[src/rtl/uart_fifo_dev.sv]
// Byte-wide 8N1 UART device with TX and RX FIFOs on the CPU bus.
// di/do_ready feed the CPU jump-condition logic; data_out is the RX head.
module uart_fifo_dev #(
  parameter int CLKS_PER_BIT = 16,
  parameter int FIFO_DEPTH   = 4
) (
  input  logic       clk,
  input  logic       _reset,
  input  logic [7:0] data_in,
  input  logic       _wr,
  input  logic       _rd,
  output logic [7:0] data_out,
  output logic       di,
  output logic       do_ready,
  output logic       tx,
  input  logic       rx,
  output logic       rx_overflow,
  output logic       tx_overflow,
  output logic       framing_err
);

  localparam int AW  = $clog2(FIFO_DEPTH);
  localparam int PW  = AW + 1;
  localparam int CW  = $clog2(CLKS_PER_BIT);
  localparam int TXF = 0;
  localparam int RXF = 1;
  localparam logic [CW-1:0] BIT_LAST  = CW'(CLKS_PER_BIT - 1);
  localparam logic [CW-1:0] HALF_LAST = CW'(CLKS_PER_BIT / 2 - 1);

  typedef enum logic [1:0] {S_IDLE, S_START, S_DATA, S_STOP} state_t;

  logic [1:0]      push, pop, empty, full, drop;
  logic [1:0][7:0] wdata, head;

  // Index 0 is the TX FIFO, index 1 the RX FIFO.
  genvar gi;
  generate
    for (gi = 0; gi < 2; gi++) begin : g_fifo
      logic [7:0]    mem [FIFO_DEPTH];
      logic [PW-1:0] wptr_reg, rptr_reg;
      logic          do_push, do_pop;

      assign empty[gi] = (wptr_reg == rptr_reg);
      assign full[gi]  = (wptr_reg[AW] != rptr_reg[AW]) &&
                         (wptr_reg[AW-1:0] == rptr_reg[AW-1:0]);
      assign do_pop    = pop[gi] && !empty[gi];
      // A pop on the same edge frees the slot the push lands in.
      assign do_push   = push[gi] && (!full[gi] || do_pop);
      assign drop[gi]  = push[gi] && full[gi] && !do_pop;
      assign head[gi]  = mem[rptr_reg[AW-1:0]];

      always_ff @(posedge clk or negedge _reset) begin
        if (!_reset) begin
          wptr_reg <= '0;
          rptr_reg <= '0;
        end else begin
          if (do_push) wptr_reg <= wptr_reg + PW'(1);
          if (do_pop)  rptr_reg <= rptr_reg + PW'(1);
        end
      end

      always_ff @(posedge clk) begin
        if (do_push) mem[wptr_reg[AW-1:0]] <= wdata[gi];
      end
    end
  endgenerate

  // ---------------- TX serializer ----------------
  state_t        tx_state_reg, tx_state_next;
  logic [CW-1:0] tx_cnt_reg, tx_cnt_next;
  logic [2:0]    tx_bit_reg, tx_bit_next;
  logic [7:0]    tx_shift_reg, tx_shift_next;
  logic          tx_reg, tx_next;
  logic          tx_pop;
  logic          tx_overflow_reg;

  always_ff @(posedge clk or negedge _reset) begin
    if (!_reset) begin
      tx_state_reg    <= S_IDLE;
      tx_cnt_reg      <= '0;
      tx_bit_reg      <= '0;
      tx_shift_reg    <= '0;
      tx_reg          <= 1'b1;
      tx_overflow_reg <= 1'b0;
    end else begin
      tx_state_reg    <= tx_state_next;
      tx_cnt_reg      <= tx_cnt_next;
      tx_bit_reg      <= tx_bit_next;
      tx_shift_reg    <= tx_shift_next;
      tx_reg          <= tx_next;
      tx_overflow_reg <= tx_overflow_reg | drop[TXF];
    end
  end

  always_comb begin
    tx_state_next = tx_state_reg;
    tx_cnt_next   = tx_cnt_reg;
    tx_bit_next   = tx_bit_reg;
    tx_shift_next = tx_shift_reg;
    tx_next       = tx_reg;
    tx_pop        = 1'b0;
    case (tx_state_reg)
      S_IDLE: begin
        tx_next = 1'b1;
        if (!empty[TXF]) begin
          tx_pop        = 1'b1;
          tx_shift_next = head[TXF];
          tx_cnt_next   = '0;
          tx_state_next = S_START;
          tx_next       = 1'b0;
        end
      end
      S_START: begin
        if (tx_cnt_reg == BIT_LAST) begin
          tx_cnt_next   = '0;
          tx_bit_next   = '0;
          tx_state_next = S_DATA;
          tx_next       = tx_shift_reg[0];
        end else begin
          tx_cnt_next = tx_cnt_reg + CW'(1);
        end
      end
      S_DATA: begin
        if (tx_cnt_reg == BIT_LAST) begin
          tx_cnt_next = '0;
          if (tx_bit_reg == 3'd7) begin
            tx_state_next = S_STOP;
            tx_next       = 1'b1;
          end else begin
            tx_bit_next   = tx_bit_reg + 3'd1;
            tx_shift_next = {1'b0, tx_shift_reg[7:1]};
            tx_next       = tx_shift_reg[1];
          end
        end else begin
          tx_cnt_next = tx_cnt_reg + CW'(1);
        end
      end
      S_STOP: begin
        if (tx_cnt_reg == BIT_LAST) begin
          tx_cnt_next = '0;
          // Back-to-back frames: queued data starts the next frame with no idle gap.
          if (!empty[TXF]) begin
            tx_pop        = 1'b1;
            tx_shift_next = head[TXF];
            tx_state_next = S_START;
            tx_next       = 1'b0;
          end else begin
            tx_state_next = S_IDLE;
            tx_next       = 1'b1;
          end
        end else begin
          tx_cnt_next = tx_cnt_reg + CW'(1);
        end
      end
      default: tx_state_next = S_IDLE;
    endcase
  end

  // ---------------- RX deserializer ----------------
  state_t        rx_state_reg, rx_state_next;
  logic [CW-1:0] rx_cnt_reg, rx_cnt_next;
  logic [2:0]    rx_bit_reg, rx_bit_next;
  logic [7:0]    rx_shift_reg, rx_shift_next;
  logic          rx_wait_high_reg, rx_wait_high_next;
  logic          framing_err_reg, framing_err_next;
  logic          rx_overflow_reg;
  logic          rx_meta_reg, rxs_reg;
  logic          rx_push;

  always_ff @(posedge clk or negedge _reset) begin
    if (!_reset) begin
      rx_meta_reg      <= 1'b1;
      rxs_reg          <= 1'b1;
      rx_state_reg     <= S_IDLE;
      rx_cnt_reg       <= '0;
      rx_bit_reg       <= '0;
      rx_shift_reg     <= '0;
      rx_wait_high_reg <= 1'b0;
      framing_err_reg  <= 1'b0;
      rx_overflow_reg  <= 1'b0;
    end else begin
      rx_meta_reg      <= rx;
      rxs_reg          <= rx_meta_reg;
      rx_state_reg     <= rx_state_next;
      rx_cnt_reg       <= rx_cnt_next;
      rx_bit_reg       <= rx_bit_next;
      rx_shift_reg     <= rx_shift_next;
      rx_wait_high_reg <= rx_wait_high_next;
      framing_err_reg  <= framing_err_next;
      rx_overflow_reg  <= rx_overflow_reg | drop[RXF];
    end
  end

  always_comb begin
    rx_state_next     = rx_state_reg;
    rx_cnt_next       = rx_cnt_reg;
    rx_bit_next       = rx_bit_reg;
    rx_shift_next     = rx_shift_reg;
    rx_wait_high_next = rx_wait_high_reg;
    framing_err_next  = framing_err_reg;
    rx_push           = 1'b0;
    case (rx_state_reg)
      S_IDLE: begin
        // After a framing error the line must return high before re-arming.
        if (rx_wait_high_reg) begin
          if (rxs_reg) rx_wait_high_next = 1'b0;
        end else if (!rxs_reg) begin
          rx_cnt_next   = '0;
          rx_state_next = S_START;
        end
      end
      S_START: begin
        if (rx_cnt_reg == HALF_LAST) begin
          rx_cnt_next   = '0;
          rx_bit_next   = '0;
          rx_state_next = rxs_reg ? S_IDLE : S_DATA;
        end else begin
          rx_cnt_next = rx_cnt_reg + CW'(1);
        end
      end
      S_DATA: begin
        if (rx_cnt_reg == BIT_LAST) begin
          rx_cnt_next   = '0;
          rx_shift_next = {rxs_reg, rx_shift_reg[7:1]};
          if (rx_bit_reg == 3'd7) rx_state_next = S_STOP;
          else                    rx_bit_next   = rx_bit_reg + 3'd1;
        end else begin
          rx_cnt_next = rx_cnt_reg + CW'(1);
        end
      end
      S_STOP: begin
        if (rx_cnt_reg == BIT_LAST) begin
          rx_cnt_next   = '0;
          rx_state_next = S_IDLE;
          if (rxs_reg) begin
            rx_push = 1'b1;
          end else begin
            framing_err_next  = 1'b1;
            rx_wait_high_next = 1'b1;
          end
        end else begin
          rx_cnt_next = rx_cnt_reg + CW'(1);
        end
      end
      default: rx_state_next = S_IDLE;
    endcase
  end

  assign push[TXF]  = !_wr;
  assign wdata[TXF] = data_in;
  assign pop[TXF]   = tx_pop;
  assign push[RXF]  = rx_push;
  assign wdata[RXF] = rx_shift_reg;
  assign pop[RXF]   = !_rd;

  assign data_out    = empty[RXF] ? 8'h00 : head[RXF];
  assign di          = !empty[RXF];
  assign do_ready    = !full[TXF];
  assign tx          = tx_reg;
  assign rx_overflow = rx_overflow_reg;
  assign tx_overflow = tx_overflow_reg;
  assign framing_err = framing_err_reg;

endmodule

[config.mk]
export PLATFORM = sky130hd
export DESIGN_NAME = uart_fifo_dev
export DESIGN_NICKNAME = d
export VERILOG_FILES = /design/src/rtl/uart_fifo_dev.sv
export SDC_FILE = /design/constraint.sdc
export NUM_CORES = 1
export LEC_CHECK = 0
export BUFFER_PORTS_ARGS = -buffer_cell sky130_fd_sc_hd__buf_2
export CORE_MARGIN = 10
export CORE_UTILIZATION = 61
export CTS_CLUSTER_SIZE = 24
export DETAILED_ROUTE_END_ITERATION = 8
export PLACE_DENSITY_LB_ADDON = 0.1
export SKIP_CTS_REPAIR_TIMING = 1
export SYNTH_ARGS = -nofsm -noshare
export SYNTH_HDL_FRONTEND = slang
export SYNTH_SLANG_ARGS = --single-unit
[constraint.sdc]
create_clock -name clk -period 2.4 [get_ports clk]
set_input_delay 0.24 -clock clk [delete_from_list [all_inputs] [get_ports clk]]
set_output_delay 0.24 -clock clk [all_outputs]
set_load 0.02 [all_outputs]
# After elaboration in Yosys (flattened, before gate mapping)
# Memories as Yosys holds them, arrays and structs flattened.
# Cells that the tools add are included.
# Widths: inputs -> output; s select.
# word_totals
regBits,53
ramBits,64
out_inout_bits,14
word_cells,159
n_memories,2
# mem_list
memory,depth,word_bits,read_ports,rd_ports_with_merged_regs,wr,line_no,rtl
g_fifo[0].mem,4,8,1,0,1,39,logic [7:0] mem [FIFO_DEPTH];
g_fifo[1].mem,4,8,1,0,1,39,
# classes
n_addsub,8
eq_ne,31
mux,58
bitwise,3
reduce_logical,38
# op_table
operator,count
$mux 8,5
$ne 2x2->1 const B,14
$mux 2,12
$mux 4,6
$pmux 8 s3,1
$mux 1,19
$add 3x1->3 const B,6
$mux 3,6
$pmux 2 s4,2
$pmux 3 s2,2
$pmux 4 s3,1
$reduce_and 4->1,3
$logic_and 1x1->1,10
$reduce_and 3->1,3
$add 4x1->4 const B,2
$eq 2x2->1 const B,4
$eq 4x4->1 const B,2
$logic_not 1->1,8
$pmux 4 s2,1
$eq 3x3->1,2
$eq 3x3->1 const B,2
$reduce_and 6->1,1
$reduce_bool 2->1,3
$reduce_and 5->1,1
other kinds (14),22

# Longest topological paths before layout
# Gate-level depths: netlist of run 1.
# logic_depth
depth_word,9
depth_mapped,6

# Worst setup path before layout of run 1
# No wires, ideal clock.
# synth_timing
path_type,register to register
from,register tx_state_reg[0]
to,"memory g_fifo[0].mem[3][0], enable pin"
setup_ns,0.339
t_arrival_ns,1.558
required_ns,2.061
setup_slack_ns,0.503
path_stages_with_launch,6
period_less_slack_ns,1.897
path_cell_list,dfrtp_1 inv_1 ha_1 clkbuf_1 o2111ai_2 and3_1
# synth_via
elab_chain_cells,7
word_cells_on_any_way,8
classes_between,eq/ne: 1; mux: 3; reduce/logical: 4
# synth_lines
element,line_no,rtl
start: declaration,69,"state_t tx_state_reg, tx_state_next;"
start signal: assignment,86,tx_state_reg <= tx_state_next;
$eq 2x2->1 or $logic_not 2->1 (tied branches),102,case (tx_state_reg)
$pmux 1 s2 (*),102,
$logic_and 1x1->1 (*),46,assign do_pop = pop[gi] && !empty[gi];
$logic_or 1x1->1 (*),48,assign do_push = push[gi] && (!full[gi] || do_pop);
$logic_and 1x1->1 (*),48,
$mux 1 (*),63,if (do_push) mem[wptr_reg[AW-1:0]] <= wdata[gi];
$mux 1 (implied by the code) (*),63,
end: declaration,39,
# Mark *: on every way between the ends. The rest lies on a longest branch, timed or not.

# Final worst setup path of run 1
# layout_timing
from,register g_fifo[1].rptr_reg[0]
to,output port data_out[6]
# layout_via
elab_chain_cells,2
word_cells_on_any_way,3
classes_between,eq/ne: 1; mux: 1; memory: 1
# layout_lines
element,line_no,rtl
start: declaration,40,"logic [PW-1:0] wptr_reg, rptr_reg;"
start signal: assignment,58,if (do_pop) rptr_reg <= rptr_reg + PW'(1);
$mem_v2 4x8 or $eq 3x3->1 (tied branches),-,
$mux 8 (*),256,assign data_out = empty[RXF] ? 8'h00 : head[RXF];
end: declaration,12,"output logic [7:0] data_out,"
# Marks and branches as above.

==> results of run 1 <==
==> cells in the mapped netlist, types with 3 or more instances <==
master,number
edfxtp_1,64
dfrtp_1,50
ha_1,21
inv_1,14
mux2_2,12
mux4_2,12
nand2_1,11
nand3_1,11
nor2b_1,10
a31oi_1,9
o21ai_0,9
a211oi_1,8
and3_1,8
mux2i_1,8
xor2_1,8
xnor2_1,7
nor2_1,6
buf_2,5
mux4_1,4
nand4_1,4
a21bo_2,3
a22o_1,3
a41oi_1,3
buf_6,3
dfstp_2,3
mux2_1,3
nand2b_1,3
==> cells by family (layout without fill, tap and decap cells) <==
group | Yosys count | after routing | synth area share [%]
XOR/XNOR | 17 | 17 | 3.53
buffers and inverters | 27 | 92 | 2.61
AO/OA/AOI/OAI | 53 | 53 | 7.41
AND/OR/NAND/NOR | 68 | 68 | 7.53
multiplexers | 41 | 41 | 12.4
adder cells (fa/ha/maj) | 21 | 21 | 4.97
flip-flops | 117 | 117 | 61.6
==> power breakdown <==
part           switching, mW  total [mW]  internal [mW]
Clock                  0.880        2.67           1.79
Sequential             0.194        2.56           2.37
Combinational          0.736        1.36          0.624
Total                   1.81        6.59           4.78
==> worst paths after layout <==
| check | startpoint | to | slack (ns) | cells after the start |
|---|---|---|---|---|
| max in group asynchronous | _reset | rx_shift_reg[5] | 1.43 | 3 |
| min in group asynchronous | _reset | tx_bit_reg[0] | 0.30 | 2 |
| setup reg to reg | tx_state_reg[0] | g_fifo[0].mem[3][4] | 0.30 | 4 |
| setup / recovery | g_fifo[1].rptr_reg[0] | data_out[6] | 0.17 | 4 |
| hold reg to reg | rx_meta_reg | rxs_reg | 0.36 | 0 |
| hold / removal | _rd | g_fifo[1].rptr_reg[0] | 0.08 | 3 |
==> critical path, stage by stage (launching register included) <==
cell     delay [ns]
dfrtp_1        0.39
buf_4          0.26
mux4_2         0.53
nor2b_1        0.15
buf_2          0.16
==> routing by layer <==
layer,GRT usage (%),vias to the layer above,routed length [µm]
met5,0,-,0
met4,5.16,0,80
met3,5.12,9,460
met2,23.4,82,4740
met1,19.1,1490,4250
li1,-,1419,-
==> placed cells by master, fill, tap and decap left out, drive strengths merged, types with 9 or more instances in the layout <==
cell type / n
nand3: 13
nand2: 11
nor2b: 10
dfrtp: 50
mux2: 17
mux4: 16
xnor2: 9
inv: 15
dlygate4sd3: 11
o21ai: 11
ha: 21
a31oi: 9
edfxtp: 64
buf: 35
clkbuf: 19
==> layout make-up <==
cell class | count | area, µm²
multi-input combinational | 200 | 1890
inverter | 14 | 52.6
sequential | 117 | 3250
tap | 105 | 131
clock buffer | 19 | 422
clock inverter | 13 | 206
timing repair buffer | 46 | 308
fill | 494 | 2080
==> through the flow <==
step | cells | worst slack [ns] | cell area [µm²]
6_report | 514 | 0.174 | 6260
5_1_grt | 514 | 0.0820 | 6260
4_1_cts | 503 | 0.138 | 6150
3_5_place_dp | 471 | 0.308 | 5530
3_3_place_gp | 471 | 0.395 | 5530
2_1_floorplan | 344 | 0.503 | 5280
==> impl_metrics.toml, run 1 <==
[power_and_ir_drop]
total_power_mw = 6.59
power_density_mw_per_mm2 = 1050
p_leak_nw = 2.55
ir_drop_v = 0.000624

[clocking]
cts.sinks = 117
cts_made_buffers = 17
h-tree-depth = 4
clk_pin_slew_worst_paths_ns = 0.06
clock_path_buffers = 2
clock_latency_ns = 0.51
cts_tree = "done"
root_buffer = "clkbuf_8"

[global_routing]
grt_max_degree = 29
track_usage_pct = 15.0
grt-ovfl-total = 0
antenna_found_initial = 0
grt_pass1_wl_um = 15200
grt_pass1_vias = 3060

[timing]
rsz0062_at_grt = "no"
max_freq_mhz = 449
fin_worst_skew_ns = 0.00843
holdWs_ns = 0.0764
tns_ns = 0
final-hold-violation-count = 0
post-route-period-util_pct = 92.8
finalCriticalPeriod_ns = 2.23
worst_slew_pin_slew_ns = 0.634
maxSlewViolCount = 0
setup_viol = 0
maxSlewHeadroom_pct = 57.7

[routing]
dr.pass1.iters = 4
drc = 0
num_vias = 3000
viasPerCell = 5.84
wirelength_um = 9530
drt_iter0_markers = 151
wl_per_cell_um = 18.5
ant_nets = 0

[yosys]
syn_nets = 378
synthCells = 344
netlist_area_mm2 = 0.00528
ys_dominant_reg_cell = "edfxtp_1"
yosys.area.top_type = "edfxtp_1"
synth_cell_types = 55
ys_ff_latch = 117
synth_edf_count = 64
yosys_warnings = 0
synthTopCellsByArea = "edfxtp_1 (36%), dfrtp_1 (24%), mux4_2 (5.1%)"
synth_async_sr_flop_share_pct = 45.3
synth.avg_cell_area_um2 = 15.4
seq_area_frac_synth_pct = 61.6
synthDominantCellAreaShare_pct = 36.4

[floorplan]
initial_core_util_pct = 63.3
fp.dieArea_mm2 = 0.0128
die_h_um = 113
row_count = 33
core_region_area_mm2 = 0.00834
ioPinCount = 27
die_x_um = 113

[layout]
final_nets = 430
syn2layout_area_growth_pct = 18.6
fin_util_pct = 75.1
drive_gt1_share_pct = 26.7
diodes = 0
largest_reg_flops = 64

[setup_path]
crit_path_start_kind = "register"
crit_type = "reg2out"
cp.required_ns = 2.16
end_kind = "primary output"
arrival_ns = 1.99
path_max_fanout = 10

[run]
cap_violations = 0

[outcome]
status = "finished clean"

[hold_path]
hp-class = "in2reg"

[placement]
dp_hpwl_um = 5910
io_buffer_count = 26
gp_congestion = 0.786
Power figures use the tool's default switching activity.
==> run 2: changes to the inputs <==
REMOVE_ABC_BUFFERS = 1   (was not set)
==> run 2 against run 1 <==
Register-to-register slack got worse by 0.03 ns; largest power group is now registers; design area fell by 1.5%; via count fell by 0.70%; sequential power barely moved.
==> impl_metrics.toml, run 2 (synthesis results as in run 1) <==
[outcome]
status = "finished clean"

[timing]
post-route-period-util_pct = 92.6
holdWs_ns = 0.0442
maxSlewHeadroom_pct = 59.2
worst_slew_pin_slew_ns = 0.612
fin_worst_skew_ns = 0.00887
tns_ns = 0
max_freq_mhz = 450
setup_viol = 0
finalCriticalPeriod_ns = 2.22
maxSlewViolCount = 0
rsz0062_at_grt = "no"
finalWorstSetupSlack_ns = 0.178
final-hold-violation-count = 0

[setup_path]
cp.required_ns = 2.16
crit_path_start_kind = "register"
r2r_start = "tx_state_reg[0]"
setup.worst_path.end = "data_out[7]"
critPathLaunch = "g_fifo[1].rptr_reg[0]"
timing.reg2reg.setup_slack_ns = 0.27
path_max_fanout = 10
r2r.worst_path.cells = 4
arrival_ns = 1.98
end_kind = "primary output"
worstReg2RegEnd = "g_fifo[0].mem[3][5]"
crit_type = "reg2out"

[placement]
dp.cells = 471
io_buffer_count = 26
dp_hpwl_um = 6120
place_area_mm2 = 0.00553
gp_congestion = 0.768
pre_cts_ws_ns = 0.277

[routing]
drt_iter0_markers = 106
wl_met1_um = 4270
wl_per_cell_um = 18.3
met2_length_um = 4570
viasPerCell = 5.80
wirelength_um = 9420
dr.pass1.iters = 4
wl_met3_um = 529
highest_layer = "met4"
drc = 0
ant_nets = 0
num_vias = 2979

[clocking]
clock_path_buffers = 2
cts_tree = "done"
cts_made_buffers = 17
root_buffer = "clkbuf_8"
clk_pin_slew_worst_paths_ns = 0.06
h-tree-depth = 4
cts.sinks = 117
clock_latency_ns = 0.52

[floorplan]
fp.dieArea_mm2 = 0.0128
ioPinCount = 27
core_region_area_mm2 = 0.00834
die_x_um = 113
die_h_um = 113
row_count = 33
initial_core_util_pct = 63.3

[layout]
stdcell_area_mm2 = 0.00617
final_common_cell = "edfxtp_1"
layout.cells.most_common_list = "edfxtp_1 (64), dfrtp_1 (50), buf_2 (26), ha_1 (21), clkbuf_16 (16)"
largest_reg_flops = 64
drive_gt1_share_pct = 26.7
syn2layout_area_growth_pct = 16.8
final_nets = 430
num-fill-cells = 527
fin_cells = 514
diodes = 0
multi_input_area_mm2 = 0.00189
fin_util_pct = 74.0
regArea_mm2 = 0.00325

[power_and_ir_drop]
total_power_mw = 6.18
p_leak_nw = 2.50
ir_drop_v = 0.000806
power_density_mw_per_mm2 = 1000

[global_routing]
grt-ovfl-total = 0
track_usage_pct = 15.3
antenna_found_initial = 0
grt_pass1_wl_um = 15400
grt_pass1_vias = 3035
grt_max_degree = 22

[hold_path]
hp-class = "in2reg"

[run]
cap_violations = 0
run 2: area by class of cell:
type                       count  share of cell area (%)
sequential                   117                    52.7
multi-input combinational    200                    30.7
clock buffer                  19                    6.84
timing repair buffer          46                    4.99
tap                          105                    2.13
clock inverter                13                    1.78
inverter                      14                   0.852
run 2: power by group:
| part | switching [mW] | internal, mW |
|---|---|---|
| combinational | 0.741 | 0.624 |
| clock | 0.882 | 1.36 |
| sequential | 0.203 | 2.37 |
| total | 1.83 | 4.36 |
run 2: metal layers:
| layer | GRT usage, % | vias up |
|---|---|---|
| li1 | - | 1425 |
| met1 | 19.9 | 1479 |
| met2 | 22.8 | 69 |
| met3 | 5.97 | 6 |
| met4 | 5.25 | 0 |
| met5 | 0 | - |
run 2: how the worst min path moves through the flow:
stage           start                    endpoint  cells after the start
2_1_floorplan  _reset  asynchronous set/reset pin                      0
3_3_place_gp   _reset               tx_cnt_reg[1]                      1
3_5_place_dp   _reset               tx_cnt_reg[2]                      1
4_1_cts        _reset               tx_cnt_reg[2]                      1
5_1_grt           _rd       g_fifo[1].rptr_reg[0]                      3
6_report          _rd       g_fifo[1].rptr_reg[0]                      3
run 2: worst max-delay path, cell delays in order (launching register included):
cell     delay (ns)
dfrtp_1        0.38
buf_4          0.25
mux4_2         0.53
nor2b_1        0.15
buf_2          0.16
==> run 3: changes to the inputs <==
CORE_UTILIZATION = 55   (was 61)
clock period = 2 ns   (was 2.4 ns; I/O delays follow)
==> run 3 against run 2 <==
The run now ends with negative setup slack left; sequential share of layout area is 2.8 points lower; critical path depth stayed put; design area is 5.7% higher; power is 27% higher; clock-buffer cell count stayed put; first-iteration DRC count is 4.7% higher; global-route usage is 1.7 points lower; die area is 8.9% higher.
==> impl_metrics.toml, run 3 (synthesis results as in run 1) <==
[outcome]
status = "finished with violations"
violations = "negative setup slack"

[setup_path]
critPathSlowestCell = "mux4_2"
arrival_ns = 1.87
cp.required_ns = 1.80
path_max_fanout = 4
path_cells = "buf_6 -> mux4_2 -> nor2b_1 -> buf_2"
end_kind = "primary output"
crit_path_start_kind = "register"
cp_slowest_stage_delay_ns = 0.50
critPathLaunch = "g_fifo[1].rptr_reg[0]"
crit_type = "reg2out"
r2r.worst_path.cells = 6
r2r_start = "tx_state_reg[1]"

[floorplan]
fp.dieArea_mm2 = 0.0139
initial_core_util_pct = 56.9
core_region_area_mm2 = 0.00928
ioPinCount = 27
die_h_um = 118
row_count = 35
die_x_um = 118

[layout]
diodes = 0
stdcell_area_mm2 = 0.00652
drive_gt1_share_pct = 33.6
layout.cells.most_common_list = "edfxtp_1 (64), dfrtp_1 (48), buf_4 (25), ha_1 (21), buf_2 (21)"
fin_cells = 558
syn2layout_area_growth_pct = 23.4
final_common_cell = "edfxtp_1"
fin_util_pct = 70.2
num-fill-cells = 657
final_nets = 450
largest_reg_flops = 64

[routing]
dr.pass1.iters = 4
drt_iter0_markers = 111
viasPerCell = 5.41
wl_met3_um = 361
wirelength_um = 9050
highest_layer = "met4"
ant_nets = 0
drc = 0
wl_per_cell_um = 16.2
wl_met1_um = 4150
num_vias = 3016
met2_length_um = 4430

[timing]
post-route-period-util_pct = 103
finalCriticalPeriod_ns = 2.07
maxSlewHeadroom_pct = 71.0
max_freq_mhz = 484
maxSlewViolCount = 0
final-hold-violation-count = 0
fin_worst_skew_ns = 0.00685
rsz0062_at_grt = "yes"
worst_slew_pin_slew_ns = 0.431
setup_viol = 8
finalWorstSetupSlack_ns = -0.0660
tns_ns = -0.406

[clocking]
cts_tree = "done"
root_buffer = "clkbuf_8"
cts_made_buffers = 17
clock_path_buffers = 2
clk_pin_slew_worst_paths_ns = 0.05
h-tree-depth = 4
clock_latency_ns = 0.52
cts.sinks = 117

[placement]
place_area_mm2 = 0.00567
dp_hpwl_um = 6160
io_buffer_count = 26
gp_congestion = 0.788
dp.cells = 508

[hold_path]
hp-class = "in2reg"
hold_start = "_rd"
holdPathStages = 3

[power_and_ir_drop]
ir_drop_v = 0.00121
total_power_mw = 7.84
p_leak_nw = 2.67
power_density_mw_per_mm2 = 1200

[global_routing]
grt_pass1_wl_um = 15300
antenna_found_initial = 0
grt-ovfl-total = 0
grt_pass1_vias = 3086
track_usage_pct = 13.6
grt_max_degree = 47

[run]
cap_violations = 0
-- run 3: cell types whose count changed in the layout (fill, tap and decap cells not counted), sizes merged --
cell and delta:
bufinv +1, inv +1, clkinvlp -1, clkinv -1, buf +20
-- run 3: report_power, final --
group | switching, mW | leakage, nW | internal (mW) | total [mW]
Combinational | 0.942 | 1.20 | 1.01 | 1.95
Clock | 1.04 | 0.266 | 1.76 | 2.80
Sequential | 0.253 | 1.21 | 2.84 | 3.10
-- run 3: layout make-up --
| cell class | instances | area (µm²) | share of cell area (%) |
|---|---|---|---|
| repair buffers | 66 | 513 | 7.87 |
| clock buffers | 19 | 422 | 6.47 |
| flip-flops and latches | 117 | 3250 | 49.9 |
| clock inverters | 13 | 133 | 2.03 |
| inverters | 14 | 52.6 | 0.806 |
| multi-input cells | 200 | 1980 | 30.4 |
| well taps | 129 | 161 | 2.48 |
-- run 3: per-layer routing --
metal / vias up / global-route usage [%]
li1: 1464 / -
met1: 1491 / 17.5
met2: 51 / 20.5
met3: 10 / 4.36
met4: 0 / 6.26
met5: - / 0
-- run 3: path summary, 6_finish.rpt --
kind	endpoint	slack (ns)
setup / recovery	data_out[6]	-0.07
hold / removal	g_fifo[1].rptr_reg[2]	0.003
setup reg to reg	tx_state_reg[1]	0.06
hold reg to reg	rxs_reg	0.36
max in group asynchronous	rx_meta_reg	1.37
min in group asynchronous	tx_overflow	0.05
-- run 3: metrics by stage --
| step | setup slack, ns | hold slack [ns] |
|---|---|---|
| 4_1_cts | -0.151 | -0.496 |
| 5_1_grt | -0.154 | 0.00562 |
| 3_5_place_dp | -0.0779 | 0.0644 |
| 3_3_place_gp | 0.0647 | 0.0602 |
| 2_1_floorplan | 0.0318 | -0.0956 |
| 6_report | -0.0660 | 0.00277 |
-- run 3: worst max-delay path, delay by kind of cell, from the launching register on --
kind,cells,cell delay [ns]
buffers and inverters,2,0.30
flip-flops,1,0.41
AND/OR/NAND/NOR,1,0.14
multiplexers,1,0.50
